$ cat src/rtl/rdma_rc_qp_ctrl.sv
// -----------------------------------------------------------------------------
// rdma_rc_qp_ctrl
//
// Per-QP Reliable Connection state controller that sequences the PDU parser.
// It accepts modify-QP commands (RESET/INIT/RTR/RTS/ERROR), drives qp_state
// and the local/remote QPNs into the parser, and consumes the parser's per-PDU
// result strobe to track the expected receive PSN and count errors. Once the
// error count reaches ERR_THRESH the QP is forced into ERROR.
//
// Ports:
//   clk, rst_n         clock, asynchronous active-low reset
//   cmd_valid/ready    modify-QP handshake (ready drops 1 cycle after accept)
//   cmd_state          target state: 000 RESET, 001 INIT, 010 RTR, 011 RTS,
//                      111 ERROR
//   cmd_local_qpn      local QPN, latched on INIT
//   cmd_remote_qpn     remote QPN, latched on INIT
//   cmd_init_psn       initial expected PSN, latched on RTR
//   cmd_reject         1-cycle pulse: accepted command illegal or dropped
//   parse_*            parser result strobe and its qualifiers
//   qp_state           current QP state, to parser
//   local_qpn          local QPN, to parser
//   remote_qpn         remote QPN, to parser
//   expected_psn       next expected data PSN
//   psn_err            1-cycle pulse: PSN mismatch
//   err_cnt            saturating error count
//   qp_err_irq         1-cycle pulse on entry to ERROR by threshold
// -----------------------------------------------------------------------------
module rdma_rc_qp_ctrl #(
  parameter int QPN_WIDTH     = 16,
  parameter int PSN_WIDTH     = 24,
  parameter int ERR_CNT_WIDTH = 4,
  parameter int ERR_THRESH    = 4
) (
  input  logic                     clk,
  input  logic                     rst_n,
  input  logic                     cmd_valid,
  output logic                     cmd_ready,
  input  logic [2:0]               cmd_state,
  input  logic [QPN_WIDTH-1:0]     cmd_local_qpn,
  input  logic [QPN_WIDTH-1:0]     cmd_remote_qpn,
  input  logic [PSN_WIDTH-1:0]     cmd_init_psn,
  output logic                     cmd_reject,
  input  logic                     parse_done,
  input  logic                     parse_opcode_err,
  input  logic                     parse_qpn_err,
  input  logic                     parse_is_data,
  input  logic [PSN_WIDTH-1:0]     parse_psn,
  output logic [2:0]               qp_state,
  output logic [QPN_WIDTH-1:0]     local_qpn,
  output logic [QPN_WIDTH-1:0]     remote_qpn,
  output logic [PSN_WIDTH-1:0]     expected_psn,
  output logic                     psn_err,
  output logic [ERR_CNT_WIDTH-1:0] err_cnt,
  output logic                     qp_err_irq
);

  typedef enum logic [2:0] {
    QP_RESET = 3'b000,
    QP_INIT  = 3'b001,
    QP_RTR   = 3'b010,
    QP_RTS   = 3'b011,
    QP_ERROR = 3'b111
  } qp_state_e;

  qp_state_e                state_reg,      state_next;
  logic [QPN_WIDTH-1:0]     local_qpn_reg,  local_qpn_next;
  logic [QPN_WIDTH-1:0]     remote_qpn_reg, remote_qpn_next;
  logic [PSN_WIDTH-1:0]     exp_psn_reg,    exp_psn_next;
  logic [ERR_CNT_WIDTH-1:0] err_cnt_reg,    err_cnt_next;
  logic                     cmd_ready_reg,  cmd_ready_next;
  logic                     cmd_reject_reg, cmd_reject_next;
  logic                     psn_err_reg,    psn_err_next;
  logic                     irq_reg,        irq_next;

  logic                     accept;
  logic                     cmd_legal;
  logic                     err_inc;
  logic [ERR_CNT_WIDTH-1:0] err_sum;
  logic                     trip;

  assign accept = cmd_valid && cmd_ready_reg;

  // Legality of the requested transition from the current state. RESET and
  // ERROR are reachable from anywhere; same-state RTR/RTS and the unused
  // encodings fall to the default and are rejected.
  always_comb begin
    cmd_legal = 1'b0;
    case (cmd_state)
      QP_RESET: cmd_legal = 1'b1;
      QP_ERROR: cmd_legal = 1'b1;
      QP_INIT:  cmd_legal = (state_reg == QP_RESET) || (state_reg == QP_INIT);
      QP_RTR:   cmd_legal = (state_reg == QP_INIT);
      QP_RTS:   cmd_legal = (state_reg == QP_RTR);
      default:  cmd_legal = 1'b0;
    endcase
  end

  always_comb begin
    state_next      = state_reg;
    local_qpn_next  = local_qpn_reg;
    remote_qpn_next = remote_qpn_reg;
    exp_psn_next    = exp_psn_reg;
    err_cnt_next    = err_cnt_reg;
    cmd_ready_next  = !accept;
    cmd_reject_next = 1'b0;
    psn_err_next    = 1'b0;
    irq_next        = 1'b0;
    err_inc         = 1'b0;

    // Parser results are judged against the pre-edge state, so a command
    // landing on the same edge never changes how the PDU is scored.
    if (parse_done && (state_reg != QP_ERROR)) begin
      if (parse_opcode_err || parse_qpn_err) begin
        err_inc = 1'b1;
      end else if ((state_reg == QP_RTS) && parse_is_data) begin
        if (parse_psn == exp_psn_reg) begin
          exp_psn_next = exp_psn_reg + PSN_WIDTH'(1);
        end else begin
          psn_err_next = 1'b1;
          err_inc      = 1'b1;
        end
      end
    end

    err_sum = (&err_cnt_reg) ? err_cnt_reg : err_cnt_reg + ERR_CNT_WIDTH'(1);
    trip    = err_inc && (err_sum == ERR_CNT_WIDTH'(ERR_THRESH));
    if (err_inc) begin
      err_cnt_next = err_sum;
    end

    // Priority: RESET command, then threshold trip, then any other command.
    if (accept && (cmd_state == QP_RESET)) begin
      state_next      = QP_RESET;
      local_qpn_next  = '0;
      remote_qpn_next = '0;
      exp_psn_next    = '0;
      err_cnt_next    = '0;
    end else if (trip) begin
      state_next      = QP_ERROR;
      irq_next        = 1'b1;
      cmd_reject_next = accept;
    end else if (accept) begin
      if (!cmd_legal) begin
        cmd_reject_next = 1'b1;
      end else begin
        case (cmd_state)
          QP_INIT: begin
            state_next      = QP_INIT;
            local_qpn_next  = cmd_local_qpn;
            remote_qpn_next = cmd_remote_qpn;
          end
          QP_RTR: begin
            state_next   = QP_RTR;
            exp_psn_next = cmd_init_psn;
          end
          QP_RTS:   state_next = QP_RTS;
          QP_ERROR: state_next = QP_ERROR;
          default:  state_next = state_reg;
        endcase
      end
    end
  end

  always_ff @(posedge clk or negedge rst_n) begin
    if (!rst_n) begin
      state_reg      <= QP_RESET;
      local_qpn_reg  <= '0;
      remote_qpn_reg <= '0;
      exp_psn_reg    <= '0;
      err_cnt_reg    <= '0;
      cmd_ready_reg  <= 1'b1;
      cmd_reject_reg <= 1'b0;
      psn_err_reg    <= 1'b0;
      irq_reg        <= 1'b0;
    end else begin
      state_reg      <= state_next;
      local_qpn_reg  <= local_qpn_next;
      remote_qpn_reg <= remote_qpn_next;
      exp_psn_reg    <= exp_psn_next;
      err_cnt_reg    <= err_cnt_next;
      cmd_ready_reg  <= cmd_ready_next;
      cmd_reject_reg <= cmd_reject_next;
      psn_err_reg    <= psn_err_next;
      irq_reg        <= irq_next;
    end
  end

  assign qp_state     = state_reg;
  assign local_qpn    = local_qpn_reg;
  assign remote_qpn   = remote_qpn_reg;
  assign expected_psn = exp_psn_reg;
  assign err_cnt      = err_cnt_reg;
  assign cmd_ready    = cmd_ready_reg;
  assign cmd_reject   = cmd_reject_reg;
  assign psn_err      = psn_err_reg;
  assign qp_err_irq   = irq_reg;

endmodule

$ cat config.mk
export PLATFORM = sky130hd
export DESIGN_NAME = rdma_rc_qp_ctrl
export DESIGN_NICKNAME = d
export VERILOG_FILES = /design/src/rtl/rdma_rc_qp_ctrl.sv
export SDC_FILE = /design/constraint.sdc
export NUM_CORES = 1
export LEC_CHECK = 0
export CELL_PAD_IN_SITES_DETAIL_PLACEMENT = 1
export CELL_PAD_IN_SITES_GLOBAL_PLACEMENT = 1
export CORE_MARGIN = 4
export CORE_UTILIZATION = 30
export DETAILED_ROUTE_END_ITERATION = 10
export GPL_ROUTABILITY_DRIVEN = 0
export GPL_TIMING_DRIVEN = 1
export PLACE_DENSITY_LB_ADDON = 0.1
export SYNTH_ARGS = -nofsm -noshare
export SYNTH_HDL_FRONTEND = slang
export SYNTH_SLANG_ARGS = --single-unit
$ cat constraint.sdc
create_clock -name clk -period 3 [get_ports clk]
set_clock_uncertainty 0.2 [all_clocks]
set_input_delay 0.45 -clock clk [delete_from_list [all_inputs] [get_ports clk]]
set_output_delay 0.45 -clock clk [all_outputs]
set_load 0.02 [all_outputs]
After elaboration in Yosys (flattened, before gate mapping) --
Index checks and enable logic that the tools add are counted.
Operators by class: equal/unequal tests 11, add/subtract/negate cells 2, $lt $le $gt $ge 0, mux-type cells 40, divide/modulo/power cells 0, shift operators 0, bitwise gates (word level) 0, reduce and logical (&&, ||, !) cells 21, multiply operators 0
Operator list (number):
- 24-bit 2-to-1 mux | 9
- 16-bit 2-to-1 mux | 10
- 24-bit by 1-bit adder with 24-bit output (second input constant) | 1
- 24-bit == test | 1
- 3-bit by 2-bit == test with 1-bit output (second input constant) | 4
- 1-bit 2-to-1 mux | 12
- 3-bit 2-to-1 mux | 4
- 4-bit 2-to-1 mux | 3
- 3-bit one-hot mux with 4 select lines | 1
- 4-bit AND reduction | 2
- 2-bit nonzero test | 4
- 3-bit by 1-bit == test with 1-bit output (second input constant) | 2
- 3-bit logical NOT | 2
- 3-bit nonzero test | 2
- 6-bit nonzero test | 1
- 1-bit logical AND | 5
- 4-bit by 1-bit adder with 4-bit output (second input constant) | 1
- 4-bit by 3-bit == test with 1-bit output (second input constant) | 1
- 1-bit one-hot mux with 4 select lines | 1
- 3-bit == test (second input constant) | 1
- 3-bit != test (second input constant) | 1
- 3-bit AND reduction | 1
- 1-bit logical OR | 2
- 2-bit by 1-bit != test with 1-bit output (second input constant) | 1
- 2 further kinds | 2
Storage, ports and cells: bits in latches 0, logic and storage cells 83, memory bits (writable) 0, flip-flop bits (word level) 67, memories 0, bits in read-only memories 0

Logic depth before layout (Yosys ltp) --
Gate-level depths: netlist of the first run.
depth after elaboration 10, depth in mapped cells 9, gate-level depth less buffers 8

Worst setup path before layout of the first run --
No wires, ideal clock.
kind register to register, from register err_cnt_reg[1] (netlist: err_cnt[1]), to register local_qpn_reg[13] (netlist: local_qpn[13]), period minus slack after synthesis 2.510 ns, setup time 0.128 ns, setup slack 0.490 ns, arrival time 2.183 ns, stages on the path, launching flop included 8, cells stage by stage dfrtp_1 > ha_1 > nor3b_1 > a31oi_1 > or4b_4 > o31ai_4 > buf_2 > o21ai_0
On the way: word-level cells in the longest chain between the ends 6, elaborated cells between the ends (all ways) 7
Ends and longest elaborated chain:
- from (decl) | RTL line 69 | logic [ERR_CNT_WIDTH-1:0] err_cnt_reg, err_cnt_next;
- from (signal assigned) | RTL line 180 | err_cnt_reg <= err_cnt_next;
- 4-bit by 1-bit adder with 4-bit output / 4-bit AND reduction (equally long branches) | RTL line 125 | err_sum = (&err_cnt_reg) ? err_cnt_reg : err_cnt_reg + ERR_CNT_WIDTH'(1);
- 4-bit 2-to-1 mux (*) | RTL line 125
- 4-bit by 3-bit == test with 1-bit output (*) | RTL line 126 | trip = err_inc && (err_sum == ERR_CNT_WIDTH'(ERR_THRESH));
- 1-bit logical AND (*) | RTL line 126
- 2-bit by 1-bit != test with 1-bit output (no source line) (*)
- 4-bit AND reduction (no source line) (*)
- to (signal assigned) | RTL line 177 | local_qpn_reg <= local_qpn_next;
- to (decl) | RTL line 66 | logic [QPN_WIDTH-1:0] local_qpn_reg, local_qpn_next;
Every way passes the cells marked *; elsewhere a longest branch is shown, timed or not. A chain may end at the register's enable or synchronous reset.

Worst setup path in the final report of the first run --
from register err_cnt_reg[1] (netlist: err_cnt[1]), to register remote_qpn_reg[12] (netlist: remote_qpn[12])
On the way: word-level cells in the longest chain between the ends 6, elaborated cells between the ends (all ways) 7
Ends and longest elaborated chain:
- 4-bit by 1-bit adder with 4-bit output / 4-bit AND reduction (equally long branches) | RTL line 125
- 4-bit 2-to-1 mux (*) | RTL line 125
- 4-bit by 3-bit == test with 1-bit output (*) | RTL line 126
- 1-bit logical AND (*) | RTL line 126
- 2-bit by 1-bit != test with 1-bit output (no source line) (*)
- 4-bit AND reduction (no source line) (*)
- to (signal assigned) | RTL line 178 | remote_qpn_reg <= remote_qpn_next;
- to (decl) | RTL line 67 | logic [QPN_WIDTH-1:0] remote_qpn_reg, remote_qpn_next;
Marks and branches as above.

==> impl_metrics.csv, run 1 <==
group,metric,value,unit
die,die_w,117,um
die,ios,157,
placed_design,io_buffers,156,
yosys,yosysWarnings,0,
setup_path,endpoint_kind,"flip-flop",
global_route,busiest_layer,"met2",
pwr,internal-power,2.52,mW
pwr,ir_drop,0.360,mV
sta,period_minus_slack,2.60,ns
cells_and_area,final_nets,644,
sta,worst_slew_pin_slew,0.896,ns
global_route,grt_use_met1,0.233,
global_route,gr-usage-met2,0.279,
cells_and_area,diodes,0,
sta,hold_viol_final,0,
setup_path,cp_data_required_time,3.00,ns
cells_and_area,final_cell_mix,"155 x clkdlybuf4s50_1, 76 x nand2_1, 66 x dfrtp_1",
sta,maxSlewViolCount,0,
sta,setup_viol,0,
die,start_util,0.308,
yosys,synth_area_per_cell,8.92,um^2
global_route,grt_usage,0.178,
job,drv_cap,0,
sta,rsz0062_at_grt,"false",
yosys,synthMuxAreaShare,0.00564,
yosys,synth_adder_area_share,0.00705,
cells_and_area,area_growth,56.1,%
setup_path,start_kind,"flip-flop",
yosys,synth_top_family_by_area,"simple AND/OR/NAND/NOR gates",
sta,fmax,385,MHz
detailed_routing,detail-route-antenna-nets,0,
yosys,yosys.area_share.simple,0.204,
yosys,ys_seq_area_frac,0.473,
yosys,synth_compound_area_frac,0.156,
global_route,grt_overflow,0,
detailed_routing,drtIter0Drc,97,
global_route,grt_pass1_wl,18.7,mm
clock_network,htreeDepth,3,
setup_path,critPathKind,"flip-flop to flip-flop",
detailed_routing,wl,12.0,mm
setup_path,reg2reg_from,"err_cnt[1]",
cells_and_area,largest_reg_flops,24,
min_path,hp-class,"input pin to asynchronous set/reset pin",
pwr,share_comb_of_total_power,0.397,
sta,setup_slack,0.404,ns
cells_and_area,drive_gt1_frac,0.0540,
die,die_h,117,um
sta,period_share,0.865,
pwr,swShare,0.366,
yosys,async_flop_share,1.00,
pwr,p_leak,2.33,nW
yosys,synth_flop_cell,"dfrtp_1",
detailed_routing,routedWlPerCell,17.1,um
detailed_routing,via_per_inst,4.98,
global_route,antenna_found_initial,0,
clock_network,cts_buffers,9,
clock_network,cts_root_buf,"clkbuf_16",
yosys,netlist_area,3550,um^2
run_status,status,"finished, final reports clean",
yosys,syn_nets,490,
pwr,p_per_area,716,nW/um^2
clock_network,cts_tree,"done",
pwr,p_switching,1.45,mW
sta,slew_headroom,0.403,
placed_design,dp_slack,0.138,ns
placed_design,dp_hpwl,8.80,mm
yosys,ys_seq_elements,67,
sta,tns,0,ns
placed_design,dp_cells,684,
detailed_routing,drt_pass1_iterations,4,
die,core,11500,um^2
setup_path,critPathLaunch,"err_cnt[1]",
detailed_routing,drc,0,
die,die_area,13600,um^2
clock_network,cts_resized,0,
yosys,synthCells,398,
setup_path,cp_max_fo,64,
yosys,ys_types,42,
cells_and_area,stdcell_count,699,
global_route,grt_start_max_net_pins,68,
yosys,synth_edf_count,0,
cells_and_area,final_common_cell,"clkdlybuf4s50_1",
yosys,synth_xor_area_frac,0.121,
pwr,pwr-share-seq,0.366,
detailed_routing,dr_total_vias,3484,
clock_network,clk_path_buf_depth,2,
die,core.rowCount,39,
global_route,grt_pass1_vias,3525,
setup_path,worstPathArrival,2.60,ns
global_route,met3_usage,0.0504,
pwr,p_clk_frac,0.237,
clock_network,cts_setup_buffers,0,
clock_network,clk_pin_slew,0.06,ns
clock_network,cts.sinks,67,
clock_network,cts_hold_buf,0,
clock_network,clkLatencyLatePin,0.33,ns
==> final cells by class <==
| cell class | instances | area (um^2) |
|---|---|---|
| Tap cell | 143 | 179 |
| Fill cell | 1367 | 5970 |
| Multi-Input combinational cell | 305 | 1760 |
| Sequential cell | 67 | 1680 |
| Timing Repair Buffer | 165 | 1650 |
| Clock inverter | 5 | 31.3 |
| Clock buffer | 10 | 229 |
| Inverter | 4 | 15.0 |
==> cell families (layout without fill, tap and decap cells) <==
kind of cell | count (synthesis) | count (layout)
AO/OA/AOI/OAI | 102 | 102
XOR/XNOR | 49 | 49
adder cells (fa/ha/maj) | 2 | 2
buffers and inverters | 26 | 184
flip-flops | 67 | 67
multiplexers | 2 | 2
AND/OR/NAND/NOR | 150 | 150
==> path summary, 6_finish.rpt <==
path | to | slack, ns | cells after the start
setup / recovery | remote_qpn[12] | 0.40 | 7
hold / removal | expected_psn[8] | 0.01 | 1
setup reg to reg | remote_qpn[12] | 0.40 | 7
hold reg to reg | remote_qpn[2] | 0.28 | 2
max in group asynchronous | local_qpn[12] | 1.97 | 1
min in group clk | remote_qpn[2] | 0.28 | 2
==> metrics by stage <==
step                 util  power, mW  hold WS (ns)  area (um^2)
finish              0.481       3.97        0.0116         5540
global route        0.481       4.23         0.106         5540
CTS                 0.481       4.04        0.0658         5540
detailed placement  0.459       3.06         0.270         5280
global placement    0.459       3.03         0.261         5280
floorplan               -       2.18       -0.0456         3550
==> synth_stat cells (all sizes together) (2+ instances only) <==
library cell,count,area [um^2]
o21ai,62,310
clkbuf,12,47.6
nor2b,2,12.5
nand2,76,285
and2,4,25.0
ha,2,25.0
nor3b,2,15.0
nor2,11,41.3
a31oi,2,12.5
a21oi,28,140
and4,5,43.8
buf,10,55.1
xor2,35,307
and3,4,25.0
dfrtp,66,1650
nand4,13,81.3
o22ai,2,12.5
nor4,5,37.5
inv,4,15.0
mux2i,2,20.0
xnor2,14,123
nor3,6,30.0
nand3,18,90.1
==> power groups by stage <==
stage	Combinational [mW]	Clock, mW	Sequential, mW
floorplan	0.442	0	1.74
global placement	1.57	0	1.46
CTS	1.60	0.980	1.46
global route	1.70	1.02	1.51
detailed placement	1.59	0	1.47
finish	1.57	0.941	1.45
==> critical path, stage by stage, from the launching register on <==
cell     delay, ns
dfrtp_1       0.44
ha_1          0.25
nor3b_1       0.22
a31oi_1       0.07
or4b_4        0.57
o31ai_4       0.28
buf_12        0.28
o21ai_0       0.14
==> metal layers <==
| layer | part of all wire | routed length, um |
|---|---|---|
| met5 | 0 | 0 |
| met4 | 0.016 | 195 |
| met3 | 0.067 | 796 |
| met2 | 0.47 | 5650 |
| met1 | 0.44 | 5320 |
Power figures use the tool's default switching activity.
==> run 2, diff against run 1 <==
--- a/config.mk
+++ b/config.mk
@@ -7,6 +7,7 @@
 export LEC_CHECK = 0
 export CELL_PAD_IN_SITES_DETAIL_PLACEMENT = 1
 export CELL_PAD_IN_SITES_GLOBAL_PLACEMENT = 1
+export CORE_ASPECT_RATIO = 1.25
 export CORE_MARGIN = 4
 export CORE_UTILIZATION = 30
 export DETAILED_ROUTE_END_ITERATION = 10
==> impl_metrics.csv, run 2 (same netlist as run 1, synthesis figures left out) <==
group,metric,value,unit
clock_network,cts_setup_buffers,0,
global_route,grt_pass1_wl,19.6,mm
clock_network,cts_hold_buf,0,
detailed_routing,drtIter0Drc,107,
cells_and_area,drive_gt1_frac,0.0538,
sta,setup_viol,0,
sta,hold_viol_final,0,
setup_path,critPathLaunch,"parse_psn[6]",
clock_network,clk_path_buf_depth,2,
pwr,p_leak,2.34,nW
setup_path,worstPathArrival,2.84,ns
setup_path,path_delay_family,"simple AND/OR/NAND/NOR gates",
pwr,swShare,0.364,
cells_and_area,final_nets,645,
cells_and_area,fin_util,0.480,
placed_design,dp_slack,-0.153,ns
clock_network,htreeDepth,3,
global_route,grt_overflow,0,
job,drv_cap,0,
detailed_routing,wl,12.2,mm
pwr,p_switching,1.46,mW
sta,maxSlewViolCount,0,
setup_path,r2r_slack,0.29,ns
sta,slew_headroom,0.400,
die,die_h,130,um
setup_path,endpoint_kind,"flip-flop",
sta,worst_slew_pin_slew,0.900,ns
sta,period_minus_slack,2.79,ns
setup_path,start_kind,"input pin",
sta,setup_slack,0.208,ns
die,start_util,0.306,
sta,tns,0,ns
min_path,hp-class,"input pin to asynchronous set/reset pin",
global_route,grt_start_max_net_pins,68,
global_route,grt_pass1_vias,3754,
setup_path,crit_slowest_cell,"nor4_1",
clock_network,cts_tree,"done",
setup_path,cp.buffers_inverters,2,
detailed_routing,via_per_inst,4.87,
placed_design,io_buffers,156,
die,core,11600,um^2
global_route,antenna_found_initial,0,
setup_path,cp_slowest_stage_delay,0.50,ns
sta,fmax,358,MHz
clock_network,cts_buffers,9,
setup_path,cp_data_required_time,3.04,ns
detailed_routing,drt_pass1_iterations,4,
die,ios,157,
detailed_routing,routedWlPerCell,17.0,um
die,core.rowCount,44,
pwr,ir_drop,0.291,mV
detailed_routing,drc,0,
sta,rsz0062_at_grt,"false",
clock_network,clk_pin_slew,0.06,ns
sta,period_share,0.931,
global_route,grt_usage,0.180,
die,die_w,105,um
placed_design,dp_hpwl,9.05,mm
clock_network,cts_resized,0,
setup_path,reg2reg_from,"expected_psn[6]",
clock_network,cts_root_buf,"clkbuf_16",
pwr,internal-power,2.55,mW
pwr,share_comb_of_total_power,0.394,
setup_path,path_cells,"clkdlybuf4s50_1 > xor2_1 > nor4_1 > and4_1 > and4_1 > buf_4 > nand3_1 > xor2_1 > a21oi_1",
cells_and_area,area_growth,57.1,%
detailed_routing,detail-route-antenna-nets,0,
cells_and_area,diodes,0,
setup_path,critPathKind,"input pin to flip-flop",
detailed_routing,dr_total_vias,3498,
cells_and_area,final_cell_mix,"155 x clkdlybuf4s50_1, 76 x nand2_1, 66 x dfrtp_1",
pwr,pwr-share-seq,0.365,
cells_and_area,largest_reg_flops,24,
clock_network,clkLatencyLatePin,0.33,ns
cells_and_area,final_common_cell,"clkdlybuf4s50_1",
die,die_area,13600,um^2
pwr,p_per_area,719,nW/um^2
run_status,status,"finished, final reports clean",
setup_path,cp_max_fo,5,
clock_network,cts.sinks,67,
pwr,p_clk_frac,0.242,
## run 2: cell types whose count changed in the layout (fill, tap and decap cells not counted)
cell        before  now
buf_4            8    9
clkbuf_1         1    3
clkbuf_8         0    1
clkinv_4         1    0
clkinvlp_4       1    0
## run 2: final timing paths
| kind | endpoint | depth (start not counted) |
|---|---|---|
| max | expected_psn[6] | 9 |
| max in group asynchronous | local_qpn[8] | 1 |
| max reg2reg | expected_psn[6] | 8 |
| min in group clk | remote_qpn[3] | 2 |
| min reg2reg | remote_qpn[3] | 2 |
| min | err_cnt[0] | 1 |
## run 2: per-layer routing
metal | global-route usage | part of all wire | vias to the layer above
li1 | - | - | 1695
met1 | 0.211 | 0.40 | 1700
met2 | 0.318 | 0.51 | 94
met3 | 0.0608 | 0.071 | 9
met4 | 0.0463 | 0.010 | 0
met5 | 0 | 0 | -
## run 2: power groups by stage
stage / clock network [mW] / logic (mW) / registers (mW)
5_1_grt: 1.05 / 1.71 / 1.52
3_5_place_dp: 0 / 1.60 / 1.48
3_3_place_gp: 0 / 1.57 / 1.47
6_report: 0.968 / 1.58 / 1.46
4_1_cts: 0.995 / 1.61 / 1.47
2_1_floorplan: 0 / 0.442 / 1.74
## run 2: metrics by stage
step	area, um^2	instances	hold WS (ns)	total power [mW]
3_3_place_gp	5310	703	0.263	3.03
4_1_cts	5580	719	0.0974	4.07
2_1_floorplan	3550	398	-0.0456	2.18
3_5_place_dp	5310	703	0.273	3.08
5_1_grt	5580	719	0.132	4.27
6_report	5580	719	0.0304	4.01
## run 2: area by class of cell
type	count	area, um^2
fillers	1343	6040
well taps	161	201
flip-flops and latches	67	1680
repair buffers	166	1660
clock inverters	3	15.0
clock buffers	13	250
multi-input cells	305	1760
inverters	4	15.0
==> run 3, diff against run 2 <==
==> constraint.sdc (replaced) <==
create_clock -name clk -period 2.8 [get_ports clk]
set_clock_uncertainty 0.2 [all_clocks]
set_input_delay 0.42 -clock clk [delete_from_list [all_inputs] [get_ports clk]]
set_output_delay 0.42 -clock clk [all_outputs]
set_load 0.02 [all_outputs]
==> impl_metrics.csv, run 3 (same netlist as run 1, synthesis figures left out) <==
group,metric,value,unit
setup_path,reg2reg_depth,7,
clock_network,cts.sinks,67,
setup_path,worstPathArrival,2.60,ns
sta,fmax,383,MHz
sta,maxSlewViolCount,0,
clock_network,cts_tree,"done",
detailed_routing,drt_pass1_iterations,4,
setup_path,start_kind,"flip-flop",
clock_network,cts_root_buf,"clkbuf_16",
cells_and_area,largest_reg_flops,24,
cells_and_area,final_common_cell,"clkdlybuf4s50_1",
die,die_h,130,um
sta,setup_slack,0.191,ns
detailed_routing,detail-route-antenna-nets,0,
setup_path,cp_data_required_time,2.79,ns
pwr,p_leak,2.39,nW
die,core,11600,um^2
detailed_routing,routedWlPerCell,17.0,um
placed_design,dp_slack,-0.104,ns
placed_design,dp_cells,708,
global_route,grt_overflow,0,
die,ios,157,
detailed_routing,via_per_inst,4.86,
pwr,p_per_area,790,nW/um^2
sta,hold_viol_final,0,
die,die_w,105,um
cells_and_area,final_cell_mix,"155 x clkdlybuf4s50_1, 76 x nand2_1, 66 x dfrtp_1",
global_route,grt_start_max_net_pins,68,
sta,whs,0.0206,ns
run_status,status,"finished, final reports clean",
clock_network,cts_buffers,9,
pwr,ir_drop,0.343,mV
clock_network,htreeDepth,3,
cells_and_area,fin_util,0.487,
cells_and_area,area_growth,59.4,%
clock_network,clk_path_buf_depth,2,
pwr,fin_total_pwr,4.47,mW
job,drv_cap,0,
sta,setup_viol,0,
setup_path,critPathKind,"flip-flop to flip-flop",
setup_path,cp_max_fo,64,
die,die_area,13600,um^2
detailed_routing,drc,0,
detailed_routing,dr_total_vias,3516,
sta,rsz0062_at_grt,"false",
cells_and_area,final_nets,650,
cells_and_area,drive_gt1_frac,0.0657,
placed_design,io_buffers,156,
sta,slew_headroom,0.403,
clock_network,cts_hold_buf,0,
sta,period_minus_slack,2.61,ns
clock_network,cts_resized,0,
clock_network,clk_pin_slew,0.06,ns
die,start_util,0.306,
setup_path,endpoint_kind,"flip-flop",
placed_design,dp_hpwl,9.12,mm
detailed_routing,wl,12.3,mm
cells_and_area,diodes,0,
clock_network,clkLatencyLatePin,0.32,ns
global_route,antenna_found_initial,0,
cells_and_area,stdcell_count,724,
detailed_routing,drtIter0Drc,125,
sta,worst_slew_pin_slew,0.896,ns
die,core.rowCount,44,
global_route,grt_usage,0.181,
global_route,grt_pass1_vias,3675,
min_path,hp-class,"input pin to asynchronous set/reset pin",
sta,period_share,0.932,
clock_network,cts_setup_buffers,0,
global_route,grt_pass1_wl,19.6,mm
[run 3: critical path, stage by stage, from the launching register on]
cell	delay, ns
dfrtp_1	0.46
ha_1	0.25
nor3b_1	0.21
a31oi_1	0.06
or4b_4	0.58
o31ai_4	0.28
buf_12	0.28
o21ai_0	0.14
[run 3: power breakdown]
group	internal [mW]	switching [mW]
Sequential	1.25	0.302
Clock	0.773	0.413
Combinational	0.875	0.854
[run 3: path summary, 6_finish.rpt]
path | startpoint | endpoint | slack [ns]
worst max-delay path | err_cnt[0] | local_qpn[0] | 0.19
worst min-delay path | rst_n | err_cnt[0] | 0.02
worst max register to register | err_cnt[0] | local_qpn[0] | 0.19
worst min register to register | remote_qpn[2] | remote_qpn[2] | 0.28
max in group asynchronous | rst_n | remote_qpn[13] | 1.78
min in group clk | remote_qpn[2] | remote_qpn[2] | 0.28
[run 3: area by class of cell]
type                            instances  area, um^2
Clock buffer                           10         229
Clock inverter                          6        80.1
Fill cell                            1354        5960
Inverter                                4        15.0
Multi-Input combinational cell        305        1760
Sequential cell                        67        1680
Tap cell                              161         201
Timing Repair Buffer                  171        1700
[run 3: per-layer routing]
layer  track usage  part of all wire  up-vias
met1         0.214              0.41     1697
li1              -                 -     1703
met5             0                 0        -
met2         0.314              0.51      105
met3        0.0578             0.067       11
met4        0.0587             0.014        0
[run 3: stage by stage]
stage | instance area [um^2] | setup TNS (ns)
2_1_floorplan | 3550 | 0
3_3_place_gp | 5350 | 0
3_5_place_dp | 5350 | -0.398
4_1_cts | 5660 | 0
5_1_grt | 5660 | 0
6_report | 5660 | 0
